===== config.mk =====
export PLATFORM = sky130hd
export DESIGN_NAME = serial_alu_nbit
export DESIGN_NICKNAME = d
export VERILOG_FILES = /design/src/rtl/serial_alu_nbit.sv
export SDC_FILE = /design/constraint.sdc
export NUM_CORES = 1
export LEC_CHECK = 0
export ABC_AREA = 1
export CORE_MARGIN = 2
export CORE_UTILIZATION = 33
export CTS_CLUSTER_SIZE = 12
export DETAILED_ROUTE_END_ITERATION = 16
export DONT_BUFFER_PORTS = 1
export PLACE_DENSITY_LB_ADDON = 0.05
export SLEW_MARGIN = 15
export SYNTH_ARGS = -nofsm -noshare
export SYNTH_HDL_FRONTEND = slang
export SYNTH_SLANG_ARGS = --single-unit

===== constraint.sdc =====
create_clock -name clk -period 4.5 [get_ports clk]
set_clock_uncertainty 0.2 [all_clocks]
set_input_delay 0.675 -clock clk [delete_from_list [all_inputs] [get_ports clk]]
set_output_delay 0.675 -clock clk [all_outputs]
set_load 0.01 [all_outputs]

===== src/rtl/serial_alu_nbit.sv =====
// Bit-serial ALU: ADD, SUB, unsigned CMP and NAND on WIDTH-bit operands,
// one bit per clock, LSB first, through a single full-adder/compare slice.
module serial_alu_nbit #(
   parameter int WIDTH = 8
) (
   input  logic             clk,
   input  logic             rst_n,
   input  logic             start,
   input  logic [1:0]       op,
   input  logic [WIDTH-1:0] a,
   input  logic [WIDTH-1:0] b,
   output logic             busy,
   output logic             done,
   output logic [WIDTH-1:0] y,
   output logic             cout,
   output logic             gt,
   output logic             eq,
   output logic             lt
);

   localparam int CW = $clog2(WIDTH);
   localparam logic [CW-1:0] LAST_BIT = CW'(WIDTH - 1);

   localparam logic [1:0] OP_ADD  = 2'b00;
   localparam logic [1:0] OP_SUB  = 2'b01;
   localparam logic [1:0] OP_CMP  = 2'b10;
   localparam logic [1:0] OP_NAND = 2'b11;

   typedef enum logic [1:0] {
      ST_IDLE = 2'b00,
      ST_RUN  = 2'b01,
      ST_DONE = 2'b10
   } state_t;

   state_t           state_r;
   logic [CW-1:0]    cnt_r;
   logic [WIDTH-1:0] a_r;
   logic [WIDTH-1:0] b_r;
   logic [1:0]       op_r;
   logic             carry_r;
   logic             eq_acc_r;
   logic             gt_acc_r;
   logic [WIDTH-1:0] y_r;
   logic             cout_r;
   logic             gt_r;
   logic             eq_r;
   logic             lt_r;
   logic             busy_r;
   logic             done_r;

   logic             is_sub_s;
   logic             is_cmp_s;
   logic             a_bit_s;
   logic             b_bit_s;
   logic             b_eff_s;
   logic             sum_s;
   logic             cy_s;
   logic             nand_s;
   logic             gt_nxt_s;
   logic             eq_nxt_s;
   logic             cout_nxt_s;

   // Shared bit slice: full adder on the current bit (B inverted for SUB/CMP) plus compare tracking.
   always_comb begin
      is_sub_s   = (op_r == OP_SUB) || (op_r == OP_CMP);
      is_cmp_s   = (op_r == OP_CMP);
      a_bit_s    = a_r[cnt_r];
      b_bit_s    = b_r[cnt_r];
      b_eff_s    = b_bit_s ^ is_sub_s;
      sum_s      = a_bit_s ^ b_eff_s ^ carry_r;
      cy_s       = (a_bit_s & b_eff_s) | (carry_r & (a_bit_s ^ b_eff_s));
      nand_s     = ~(a_bit_s & b_bit_s);
      gt_nxt_s   = (a_bit_s != b_bit_s) ? a_bit_s : gt_acc_r;
      eq_nxt_s   = eq_acc_r & (a_bit_s == b_bit_s);
      cout_nxt_s = 1'b0;
      case (op_r)
         OP_ADD:  cout_nxt_s = cy_s;
         OP_SUB:  cout_nxt_s = ~cy_s;
         OP_CMP:  cout_nxt_s = ~cy_s;
         OP_NAND: cout_nxt_s = 1'b0;
         default: cout_nxt_s = 1'b0;
      endcase
   end

   // Control FSM with operand capture, serial result build-up and registered status outputs.
   always_ff @(posedge clk) begin
      if (!rst_n) begin
         state_r  <= ST_IDLE;
         cnt_r    <= '0;
         a_r      <= '0;
         b_r      <= '0;
         op_r     <= 2'b00;
         carry_r  <= 1'b0;
         eq_acc_r <= 1'b0;
         gt_acc_r <= 1'b0;
         y_r      <= '0;
         cout_r   <= 1'b0;
         gt_r     <= 1'b0;
         eq_r     <= 1'b0;
         lt_r     <= 1'b0;
         busy_r   <= 1'b0;
         done_r   <= 1'b0;
      end else begin
         case (state_r)
            ST_IDLE, ST_DONE: begin
               done_r <= 1'b0;
               if (start) begin
                  state_r  <= ST_RUN;
                  a_r      <= a;
                  b_r      <= b;
                  op_r     <= op;
                  cnt_r    <= '0;
                  carry_r  <= (op == OP_SUB) || (op == OP_CMP);
                  eq_acc_r <= 1'b1;
                  gt_acc_r <= 1'b0;
                  y_r      <= '0;
                  cout_r   <= 1'b0;
                  gt_r     <= 1'b0;
                  eq_r     <= 1'b0;
                  lt_r     <= 1'b0;
                  busy_r   <= 1'b1;
               end else begin
                  state_r  <= ST_IDLE;
               end
            end
            ST_RUN: begin
               y_r[cnt_r] <= (op_r == OP_NAND) ? nand_s : sum_s;
               carry_r    <= (op_r == OP_NAND) ? 1'b0 : cy_s;
               gt_acc_r   <= gt_nxt_s;
               eq_acc_r   <= eq_nxt_s;
               if (cnt_r == LAST_BIT) begin
                  // Counter parks on the last bit; flags come from the next-state accumulators.
                  state_r <= ST_DONE;
                  busy_r  <= 1'b0;
                  done_r  <= 1'b1;
                  cout_r  <= cout_nxt_s;
                  gt_r    <= is_cmp_s & gt_nxt_s;
                  eq_r    <= is_cmp_s & eq_nxt_s;
                  lt_r    <= is_cmp_s & ~gt_nxt_s & ~eq_nxt_s;
               end else begin
                  cnt_r   <= cnt_r + 1'b1;
               end
            end
            default: begin
               state_r <= ST_IDLE;
               busy_r  <= 1'b0;
               done_r  <= 1'b0;
            end
         endcase
      end
   end

   assign busy = busy_r;
   assign done = done_r;
   assign y    = y_r;
   assign cout = cout_r;
   assign gt   = gt_r;
   assign eq   = eq_r;
   assign lt   = lt_r;

endmodule


# Word level (Yosys, flattened, before mapping)
# Index checks and enable logic that the tools add are counted.
dict set report totals {
  reg_bits 40
  in_bits 21
  output_inout_bits 14
  word_cells 96
}
dict set report op_classes {
  add_sub_neg 1
  magnitude_cmp 2
  eq_ne 13
  mux 35
  bitwise 16
  n_reduce_logical 14
}
# op count
set op_table {}
lappend op_table {{1-bit one-hot mux with 2 select lines} 8}
lappend op_table {{8-bit one-hot mux with 2 select lines} 1}
lappend op_table {{1-bit 2-to-1 mux} 15}
lappend op_table {{1-bit AND} 8}
lappend op_table {{8-bit bitwise mux} 1}
lappend op_table {{2-bit equality test, second input constant} 4}
lappend op_table {{8-bit 2-to-1 mux} 1}
lappend op_table {{2-bit AND reduction} 4}
lappend op_table {{1-bit binary-select mux with 3-bit select} 2}
lappend op_table {{2-bit by 1-bit equality test with 1-bit output, second input constant} 3}
lappend op_table {{3-bit 2-to-1 mux} 2}
lappend op_table {{2-bit inequality test, second input constant} 3}
lappend op_table {{3-bit one-hot mux with 2 select lines} 1}
lappend op_table {{3-bit AND reduction} 2}
lappend op_table {{2-bit zero test} 2}
lappend op_table {{3-bit by 4-bit less-than comparator with 1-bit output, second input constant} 1}
lappend op_table {{1-bit NOT} 4}
lappend op_table {{2-bit one-hot mux with 2 select lines} 1}
lappend op_table {{2-bit OR reduction} 2}
lappend op_table {{3-bit by 1-bit adder with 3-bit output, second input constant} 1}
lappend op_table {{1-bit demux with 3-bit select} 1}
lappend op_table {{3-bit equality test, second input constant} 1}
lappend op_table {{3-bit by 1-bit greater-or-equal comparator with 1-bit output, second input constant} 1}
lappend op_table {{1-bit one-hot mux with 3 select lines} 1}
lappend op_table {{other kinds (8)} 11}

# Depth between registers and ports, before layout
# Gate-level depths: netlist of the first run.
dict set report logic_depth {
  word_depth 10
  ltp_mapped 16
  mapped_depth_nobuf 15
}

# Worst setup path before layout of the first run
# Ideal clock, no wire load.
dict set report synth_timing {
  kind {register to register}
  startpoint {register cnt_r[2]}
  endpoint {register y_r[7], in the netlist y[7]}
  t_arrival_ns 2.174
  setup_slack_ns 2.056
  path_stages_with_launch 17
  n_path_buf 1
  path_cell_list {dfxtp_1 > buf_6 > inv_2 > nor2_4 > nand2_1 > inv_1 > nand2_1 > nand2_1 > nor2_1 > nand2_2 > xnor2_1 > fa_1 > inv_1 > nor2_1 > a211oi_4 > nand4_1 > a21oi_1}
}
dict set report synth_via {
  elab_chain_cells 8
}
# item line_no
set synth_rtl {}
lappend synth_rtl {{start, declared} 36} ;# logic [CW-1:0] cnt_r;
lappend synth_rtl {{start signal, assigned} 141} ;# cnt_r <= cnt_r + 1'b1;
lappend synth_rtl {{1-bit binary-select mux with 3-bit select} 68} ;# b_bit_s = b_r[cnt_r];
lappend synth_rtl {{1-bit 2-to-1 mux (not written as such)} 68}
lappend synth_rtl {{1-bit bitwise XOR} 69} ;# b_eff_s = b_bit_s ^ is_sub_s;
lappend synth_rtl {{1-bit bitwise XOR (2 in series)} 70} ;# sum_s = a_bit_s ^ b_eff_s ^ carry_r;
lappend synth_rtl {{1-bit 2-to-1 mux} 127} ;# y_r[cnt_r] <= (op_r == OP_NAND) ? nand_s : sum_s;
lappend synth_rtl {{8-bit bitwise mux *} 127}
lappend synth_rtl {{8-bit one-hot mux with 2 select lines *} 104} ;# case (state_r)
lappend synth_rtl {{end signal, assigned by index} 127}
lappend synth_rtl {{end, declared} 43} ;# logic [WIDTH-1:0] y_r;
# Mark *: on every way between the ends. The rest lies on a longest branch, timed or not. The select of a mux whose other input is x is not followed.
# A chain may end at the register's enable or synchronous reset.

# Worst setup path after layout of the first run
dict set report layout_timing {
  startpoint {register cnt_r[0]}
  endpoint {register y_r[7], in the netlist y[7]}
}
# The elaborated chain is that of the path after synthesis.

==> flow_metrics.py, run 1 <==
metrics = {
    "outcome": {
        "status": "completed",
    },
    "run": {
        "maxCapViolCount": 0,
    },
    "route": {
        "vias": 1562,
        "drt_iter0_markers": 40,
        "ant_nets": 0,
        "vias_per_cell": 4.96,
        "dr.pass1.iters": 4,
        "drt_wl_total_mm": 4.50,
        "wl_per_cell_um": 14.3,
        "drc": 0,
    },
    "min_path": {
        "whs_path_depth": 2,
        "worstHoldStart": "a_r[5]",
        "hold_class": "reg2reg",
        "hold_end": "a_r[5]",
    },
    "clocking": {
        "clk_latency_ps": 280,
        "cts_max_level": 2,
        "cts_buffers": 5,
        "cts_setup_buffers": 0,
        "ctsResizeCount": 0,
        "cts-root-buf": "clkbuf_8",
        "cts_tree": "built",
        "clk_pin_slew_ps": 80,
        "hold_buffers": 0,
        "max-clock-path-buffers": 2,
        "clock_sinks": 40,
    },
    "sta": {
        "fmax_mhz": 333,
        "min_period_ps": 3000,
        "slew-limit-headroom_pct": 54.1,
        "drv_slew": 0,
        "setup-violations-final": 0,
        "rsz0062_at_grt": "false",
        "holdWs_ps": 260,
        "hold_viol": 0,
        "fin_crit_sh_pct": 66.7,
        "setup_slack_ps": 1500,
        "tns_ps": 0,
        "tightest_slew_ps": 685,
    },
    "synth": {
        "yosysWarnings": 0,
        "synth_seq_area_share_pct": 42.9,
        "synth_cell_types": 25,
        "synth_seq_cells": 40,
        "syn-num-nets": 276,
        "synth_area_per_cell_um2": 7.53,
        "synth_area_um2": 1870,
        "netlist_instances": 248,
    },
    "grt": {
        "antenna_found_initial": 0,
        "grt_use_total_pct": 15.4,
        "grt_pass1_vias": 1553,
        "grt_max_degree": 38,
        "grt-ovfl-total": 0,
        "grt_pass1_wl_mm": 7.47,
    },
    "placement": {
        "dp_slack_ps": 1500,
        "placedCellCount": 308,
        "port_buffers": 0,
        "hpwl_mm": 3.15,
        "gp_congestion": 0.774,
    },
    "critical_path": {
        "critical_path_arrival_ps": 3020,
        "crit_type": "reg2reg",
        "reg2regPathDepth": 14,
        "required_ps": 4520,
        "rrSetupSlack_ps": 1500,
        "critical_path.max_stage_delay_ps": 630,
        "crit_slowest_cell": "dfxtp_1",
        "path_cells": "inv_2, nand3_1, inv_1, nand2_1, nand2_1, nor2_1, nand2_2, xnor2_1, fa_1, inv_1, nor2_1, a211oi_4, nand4_1, a21oi_1",
        "crit_path_end_kind": "flip-flop",
        "regToRegEndpoint": "y[7]",
        "path_max_fanout": 15,
        "worstReg2RegStart": "cnt_r[0]",
        "startpoint_type": "flip-flop",
    },
    "finish": {
        "multi_input_area_um2": 905,
        "stdcell_count": 315,
        "seqCellArea_um2": 801,
        "drive_above_1_share_pct": 8.64,
        "syn_to_final_growth_pct": 6.50,
        "nets": 271,
        "antenna-diode-count": 0,
        "n_fill_cell": 615,
    },
    "pwr": {
        "ir_drop_v": 0.000169,
        "powerDensity_nw_per_um2": 386,
        "p_leak_nw": 0.801,
    },
    "die": {
        "start_util_pct": 34.1,
        "dieArea_um2": 6280,
        "die_h_um": 79.2,
        "ioPinCount": 35,
        "die_width_um": 79.2,
        "core_area_um2": 5470,
        "row_count": 27,
    },
}
-- worst max-delay path by stage --
stage,start,endpoint,slack (ps),cells after the start
2_1_floorplan,cnt_r[2],y[7],2060,16
3_3_place_gp,cnt_r[0],y[4],1550,14
3_5_place_dp,cnt_r[0],y[7],1500,14
4_1_cts,cnt_r[0],y[7],1500,14
5_1_grt,cnt_r[0],y[1],1220,14
6_report,cnt_r[0],y[7],1500,14
-- registers in the layout, indices dropped and copies added, names as in the netlist --
| register | cells |
|---|---|
| a_r | 8 |
| b_r | 8 |
| y | 8 |
| cnt_r | 3 |
| op_r | 2 |
| state_r | 2 |
| busy | 1 |
| carry_r | 1 |
| cout | 1 |
| done | 1 |
| eq | 1 |
| eq_acc_r | 1 |
| gt | 1 |
| gt_acc_r | 1 |
| lt | 1 |
-- cell usage in the layout (no fill, tap or decap) --
master and n:
fa_1 1, nor2_4 2, inv_2 4, xnor2_1 2, ha_1 6, nand3_1 13, nand4_1 6, o21ai_0 25
nand2_2 3, o22ai_1 3, inv_1 22, a211oi_1 1, nor2_2 3, o211ai_1 9, a21oi_1 25, a211oi_4 1
clkbuf_8 7, dfxtp_1 40, or2_2 1, nor2_1 35, nand2_1 34
-- stage by stage --
step	instance area, um2	total power, mW	utilization (%)
after global routing	1990	0.822	36.4
after detailed placement	1890	0.523	34.6
after global placement	1890	0.522	34.6
final	1990	0.767	36.4
after CTS	1990	0.783	36.4
after floorplan	1870	0.497	-
-- per-layer routing --
metal	GRT usage, %	wire length [um]
met5	0	0
met4	5.17	38
met3	3.98	228
met1	20.2	2180
met2	24.7	2060
-- cell families after synthesis --
kind of cell	Yosys count	synth area share, %
adder cells (fa/ha/maj)	7	5.09
XOR/XNOR	2	0.938
AO/OA/AOI/OAI	64	19.5
AND/OR/NAND/NOR	97	22.9
flip-flops	40	42.9
buffers and inverters	38	8.71
-- final cells by class --
type                       instances  share of cell area (%)
multi-input combinational        170                    45.5
sequential                        40                    40.3
inverter                          26                    4.91
clock buffer                       7                    4.84
tap                               72                    4.53
-- cell usage after synthesis --
| cell | n | share of area [%] |
|---|---|---|
| nor2_2 | 3 | 1.0 |
| buf_6 | 2 | 1.2 |
| buf_2 | 1 | 0.27 |
| a211oi_4 | 1 | 1.1 |
| nor2_1 | 35 | 7.0 |
| inv_1 | 22 | 4.4 |
| inv_2 | 4 | 0.80 |
| or2_2 | 1 | 0.34 |
| nand2_1 | 34 | 6.8 |
| ha_1 | 6 | 4.0 |
| dfxtp_1 | 40 | 43 |
| nand3_1 | 13 | 3.5 |
| buf_4 | 1 | 0.40 |
| o21ai_0 | 25 | 6.7 |
| nand2_2 | 3 | 1.0 |
| o211ai_1 | 9 | 3.6 |
| a211oi_1 | 1 | 0.40 |
| a21oi_1 | 25 | 6.7 |
| xnor2_1 | 2 | 0.94 |
| nand4_1 | 6 | 2.0 |
| buf_1 | 1 | 0.20 |
| nor2_4 | 2 | 1.2 |
| clkbuf_1 | 7 | 1.4 |
| fa_1 | 1 | 1.1 |
| o22ai_1 | 3 | 1.0 |
-- power breakdown --
part | internal, mW | total, mW | leakage, nW | switching, mW
clock | 0.137 | 0.256 | 0.0503 | 0.119
sequential | 0.377 | 0.395 | 0.328 | 0.0184
combinational | 0.0391 | 0.116 | 0.423 | 0.0768
total | 0.553 | 0.767 | 0.801 | 0.215
-- worst max-delay path, delay by kind of cell, from the launching register on --
family,cells,cell delay (ps)
AO/OA/AOI/OAI,2,550
XOR/XNOR,1,170
adder cells (fa/ha/maj),1,440
buffers and inverters,3,290
flip-flops,1,630
AND/OR/NAND/NOR,7,630
(Power assumes the default switching activity.)
==> run 2: changes to the inputs <==
- clock period: 4.5 -> 3.09 ns (I/O delays scaled with it)
==> run 2 against run 1 <==
  * Power up 59%
  * Critical path depth decreased by 2
  * Maximum frequency up 8.6%
  * Utilization increased by 1.1 points
  * Sequential power increased by 45%
  * Sequential share of layout area down 1.2 points
  * Clock power increased by 83%
  * Die area unchanged
  * Routed wire length is 1.0% higher
  * Via count grew 0.38%
  * Largest cell class unchanged
  * Largest power group unchanged
  * Highest routed layer unchanged
==> flow_metrics.py, run 2 (synthesis gave the netlist of run 1 again) <==
metrics = {
    "run": {
        "maxCapViolCount": 0,
    },
    "sta": {
        "fin_crit_sh_pct": 89.4,
        "tns_ps": 0,
        "min_period_ps": 2760,
        "slew-limit-headroom_pct": 70.3,
        "hold_viol": 0,
        "tightest_slew_ps": 445,
        "rsz0062_at_grt": "false",
        "holdWs_ps": 102,
        "setup-violations-final": 0,
        "drv_slew": 0,
        "fmax_mhz": 362,
    },
    "route": {
        "drc": 0,
        "ant_nets": 0,
        "wl_per_cell_um": 14.2,
        "vias": 1568,
        "vias_per_cell": 4.90,
        "drt_iter0_markers": 60,
        "drt_wl_total_mm": 4.55,
        "dr.pass1.iters": 4,
    },
    "grt": {
        "antenna_found_initial": 0,
        "grt_pass1_wl_mm": 7.82,
        "grt_max_degree": 28,
        "grt_use_total_pct": 15.9,
        "grt_pass1_vias": 1641,
        "grt-ovfl-total": 0,
    },
    "clocking": {
        "hold_buffers": 0,
        "clock_sinks": 40,
        "cts_tree": "built",
        "cts-root-buf": "clkbuf_8",
        "cts_setup_buffers": 0,
        "cts_buffers": 5,
        "clk_pin_slew_ps": 80,
        "cts_max_level": 2,
        "clk_latency_ps": 290,
        "ctsResizeCount": 0,
        "max-clock-path-buffers": 2,
    },
    "critical_path": {
        "required_ps": 3110,
        "crit_path_end_kind": "flip-flop",
        "path_max_fanout": 10,
        "critical_path_arrival_ps": 2780,
        "crit_type": "reg2reg",
        "startpoint_type": "flip-flop",
    },
    "pwr": {
        "ir_drop_v": 0.000250,
        "powerDensity_nw_per_um2": 594,
        "p_leak_nw": 0.836,
    },
    "die": {
        "ioPinCount": 35,
        "core_area_um2": 5470,
        "die_width_um": 79.2,
        "row_count": 27,
        "dieArea_um2": 6280,
        "die_h_um": 79.2,
        "start_util_pct": 34.1,
    },
    "placement": {
        "hpwl_mm": 3.26,
        "gp_congestion": 0.756,
        "port_buffers": 0,
        "placedCellCount": 312,
    },
    "finish": {
        "drive_above_1_share_pct": 10.5,
        "final_common_cell": "dfxtp_1",
        "nets": 275,
        "stdcell_count": 320,
        "final_core_util_pct": 37.4,
        "syn_to_final_growth_pct": 9.71,
        "antenna-diode-count": 0,
        "final_cell_mix": "dfxtp_1 (40), nor2_1 (35), nand2_1 (34), o21ai_0 (25), a21oi_1 (25)",
    },
    "min_path": {
        "hold_class": "in2reg",
    },
    "outcome": {
        "status": "completed",
    },
}
## run 2: cell types whose count changed in the layout (fill, tap and decap cells not counted), sizes merged
cell    delta
bufinv     +1
buf        +4
## run 2: per-stage QoR
stage / total power [mW] / area (um2) / setup slack, ps
floorplan: 0.724 / 1870 / 646
global placement: 0.763 / 1920 / 293
detailed placement: 0.764 / 1920 / 320
CTS: 1.23 / 2050 / 273
global route: 1.29 / 2050 / 20.8
finish: 1.22 / 2050 / 328
## run 2: cell type report
type	count	area [um2]
sequential	40	801
clock buffer	7	96.3
tap	72	90.1
multi-input combinational	170	905
fill	590	3420
clock inverter	1	30.0
inverter	26	97.6
timing repair buffer	4	30.0
## run 2: worst paths after layout
check,slack (ps),depth (start not counted),startpoint,to
worst max-delay path,330,12,cnt_r[0],y[7]
worst min-delay path,100,2,rst_n,a_r[4]
worst min register to register,260,2,b_r[1],b_r[1]
worst max register to register,330,12,cnt_r[0],y[7]
## run 2: power breakdown
group / switching, mW / internal (mW) / leakage, nW / total, mW
sequential: 0.0235 / 0.549 / 0.328 / 0.572
combinational: 0.117 / 0.0592 / 0.443 / 0.176
clock: 0.183 / 0.285 / 0.0645 / 0.468
total: 0.323 / 0.893 / 0.836 / 1.22
## run 2: worst max-delay path, cell delays in order, from the launching register on
cell and delay, ps:
dfxtp_1 460, buf_4 230, nand3_1 150, o22ai_1 200, nor2_1 70, nand2_2 80
xnor2_1 130, fa_1 430, inv_1 60, nor2_1 50, a211oi_4 350, nand4_1 140
a21oi_1 140
## run 2: per-layer routing
layer	GRT usage [%]	vias to the layer above	part of all wire, %
met3	5.23	2	7.6
li1	-	812	-
met5	0	-	0
met1	20.2	705	46
met4	3.97	0	0.53
met2	26.1	49	46
==> RTL edit, RTL diff (settings of run 2) <==
`WIDTH`: 8 -> 16.
--- a/src/rtl/serial_alu_nbit.sv
+++ b/src/rtl/serial_alu_nbit.sv
@@ -3,3 +3,3 @@
 module serial_alu_nbit #(
-   parameter int WIDTH = 8
+   parameter int WIDTH = 16
 ) (
Interface: changed (resized a, b and y); port bits go from 35 to 59. The function was not compared with the original's and may differ.
==> RTL edit against run 2 <==
Sequential cell count increased by 25. Worst setup slack improved by 0.017 ns. Synthesized area increased by 61%. Wire length increased by 54%. Via count increased by 57%. Power increased by 75%. Cell area increased by 61%. Critical endpoint is now y[11]$_SDFFE_PN0P_.
==> RTL edit: results (changes against run 2) <==
The maximum ir drop on the vdd rail is 250 uV (+0.22%). In this run the worst setup path terminates at y[11]$_SDFFE_PN0P_. The worst hold path cell count came out at 2 (unchanged).

Ranked by instance count, the synthesized netlist is headed by dfxtp_1, nor2_1, nand2_1. The tools report the total CTS buffers as 9 (+4). The logs give 53.9% (-16 points) for the normalized max-slew margin and 0 (unchanged) for the number of antenna repair diodes. The fraction of layout instances using a drive strength above 1 was 11.3% (+0.85 points). The number of optimization iterations in the first detailed-route pass is 4 (unchanged).

The placement-stage cell area is 3060 um^2 (+59%), and the H-tree depth reported by CTS is 3 (+1). The path depth of the worst reg2reg path is 11 (-1), and the clock latency at the later pin of the worst-skew pair is 0.34 ns (+0.05 ns). The pin count of the biggest net entering global routing was 71 (+150%). The run finished with clean final reports. Worst setup margin: 0.345 ns (+0.0169 ns). The worst hold path belongs to the class in -> reg. The number of antenna violations at the first check in global routing was 0 (unchanged); the post-cts gate resize count was 0 (unchanged). The tools report the filler-free cell count of the finished design as 514 (+61%).

For the count of buffers added by post-CTS timing repair for setup, the log shows 0 (unchanged). The logs give 5.02 mm (+54%) for the detailed placer's ending HPWL and 0.353 ns (+0.0329 ns) for the post-place setup slack. The final RePlAce weighted congestion was 0.727 (-3.8%).

Placed instance count: 498 (+60%). The data arrival time at the worst-slack endpoint was 2.80 ns (+0.02 ns). The most used flip-flop cell after synthesis is dfxtp_1. The number of buffers inserted by port buffering is 0 (unchanged). The maximum single-stage delay on the critical path was 0.43 ns (-0.03 ns).

Number of different library cells in the post-synthesis netlist: 34 (+36%). The logs give 12.1 mm (+54%) for the global-route wire length before repair and 1.34 nW (+60%) for the static power due to leakage. Library cell used as clock root buffer: clkbuf_8. By area the synthesized netlist is led by dfxtp_1, nor2_1, o21ai_0. The total of warnings raised by yosys is 0 (unchanged). Dominant delay contributor by cell family on the critical path: compound AO/OA/AOI/OAI gates. The total global-route track usage is 15.3% (-0.61 points), and the number of violations reported at the end of detailed-routing iteration 0 is 56 (-6.7%).

The average via count per standard cell is 4.80 (-2.1%), and the average wire length per cell after detail routing is 13.6 um (-4.0%). The cell type of the slowest stage on the worst timing path is dfxtp_1. The fraction of the yosys area taken by sequential cells is 43.4% (+0.48 points), and the biggest fanout along the worst timing path is 13 (+3). The DRC violations left was 0 (unchanged). The synthesized netlist cell count came out at 406 (+64%).

The tools report the net switching power as 580 uW (+79%). The share of synthesized flip-flops with an asynchronous set or reset is 0% (unchanged). The net count of the mapped netlist is 452 (+64%). The startpoint of the lowest-slack register-to-register path was cnt_r[0]$_SDFFE_PN0P_. The number of global-route vias before repair came out at 2449 (+49%).
RTL edit: logic make-up after synthesis:
logic type / Yosys count / share of synthesized area (%)
buffers and inverters: 67 / 10.0
adders and majority gates: 9 / 4.00
AOI/OAI and AO/OA: 115 / 21.5
xor gates and xnor gates: 1 / 0.292
DFF: 65 / 43.4
and+or+nand+nor: 149 / 20.8
RTL edit: per-stage QoR:
stage / power, mW / hold slack [ns]
final: 2.13 / 0.0488
after global placement: 1.25 / 0.250
after CTS: 2.16 / 0.0340
after global routing: 2.25 / 0.0469
after floorplan: 1.18 / 0.216
after detailed placement: 1.25 / 0.247
RTL edit: worst min path at each step:
| stage | startpoint | to | slack (ns) |
|---|---|---|---|
| 2_1_floorplan | state_r[0]$_SDFFE_PN0N_ | busy$_SDFFE_PN0P_ | 0.22 |
| 3_3_place_gp | state_r[0]$_SDFFE_PN0N_ | busy$_SDFFE_PN0P_ | 0.25 |
| 3_5_place_dp | state_r[0]$_SDFFE_PN0N_ | busy$_SDFFE_PN0P_ | 0.25 |
| 4_1_cts | rst_n | y[4]$_SDFFE_PN0P_ | 0.03 |
| 5_1_grt | rst_n | b_r[10]$_SDFFE_PN0P_ | 0.05 |
| 6_report | rst_n | y[4]$_SDFFE_PN0P_ | 0.05 |
RTL edit: worst reg2reg max path: cells and delay by family, from the launching register on:
| kind | cells | cell delay [ns] |
|---|---|---|
| xor+xnor | 1 | 0.16 |
| flops | 1 | 0.43 |
| compound gates | 4 | 0.78 |
| fa+ha+maj | 1 | 0.42 |
| simple gates | 3 | 0.20 |
| buf+inv | 2 | 0.47 |
RTL edit: area by class of cell:
type                       instances  area (um^2)
fill                             984         5450
multi-input combinational        274         1400
sequential                        65         1300
inverter                          45          174
clock buffer                      10          138
tap                              108          135
clock inverter                     6          115
timing repair buffer               6         45.0
RTL edit: layer usage:
layer  up-vias  share of wire [%]  track usage (%)
li1       1325                  -                -
met1      1093                 51             20.5
met2        36                 44             23.8
met3        11                4.5             4.29
met4         0                1.3             5.37
met5         -                  0                0
RTL edit: power groups by stage:
stage / clock network, mW / logic, mW / registers [mW]
6_report: 0.905 / 0.313 / 0.910
5_1_grt: 0.969 / 0.365 / 0.916
4_1_cts: 0.932 / 0.320 / 0.911
3_5_place_dp: 0 / 0.318 / 0.931
3_3_place_gp: 0 / 0.318 / 0.930
2_1_floorplan: 0 / 0.258 / 0.922
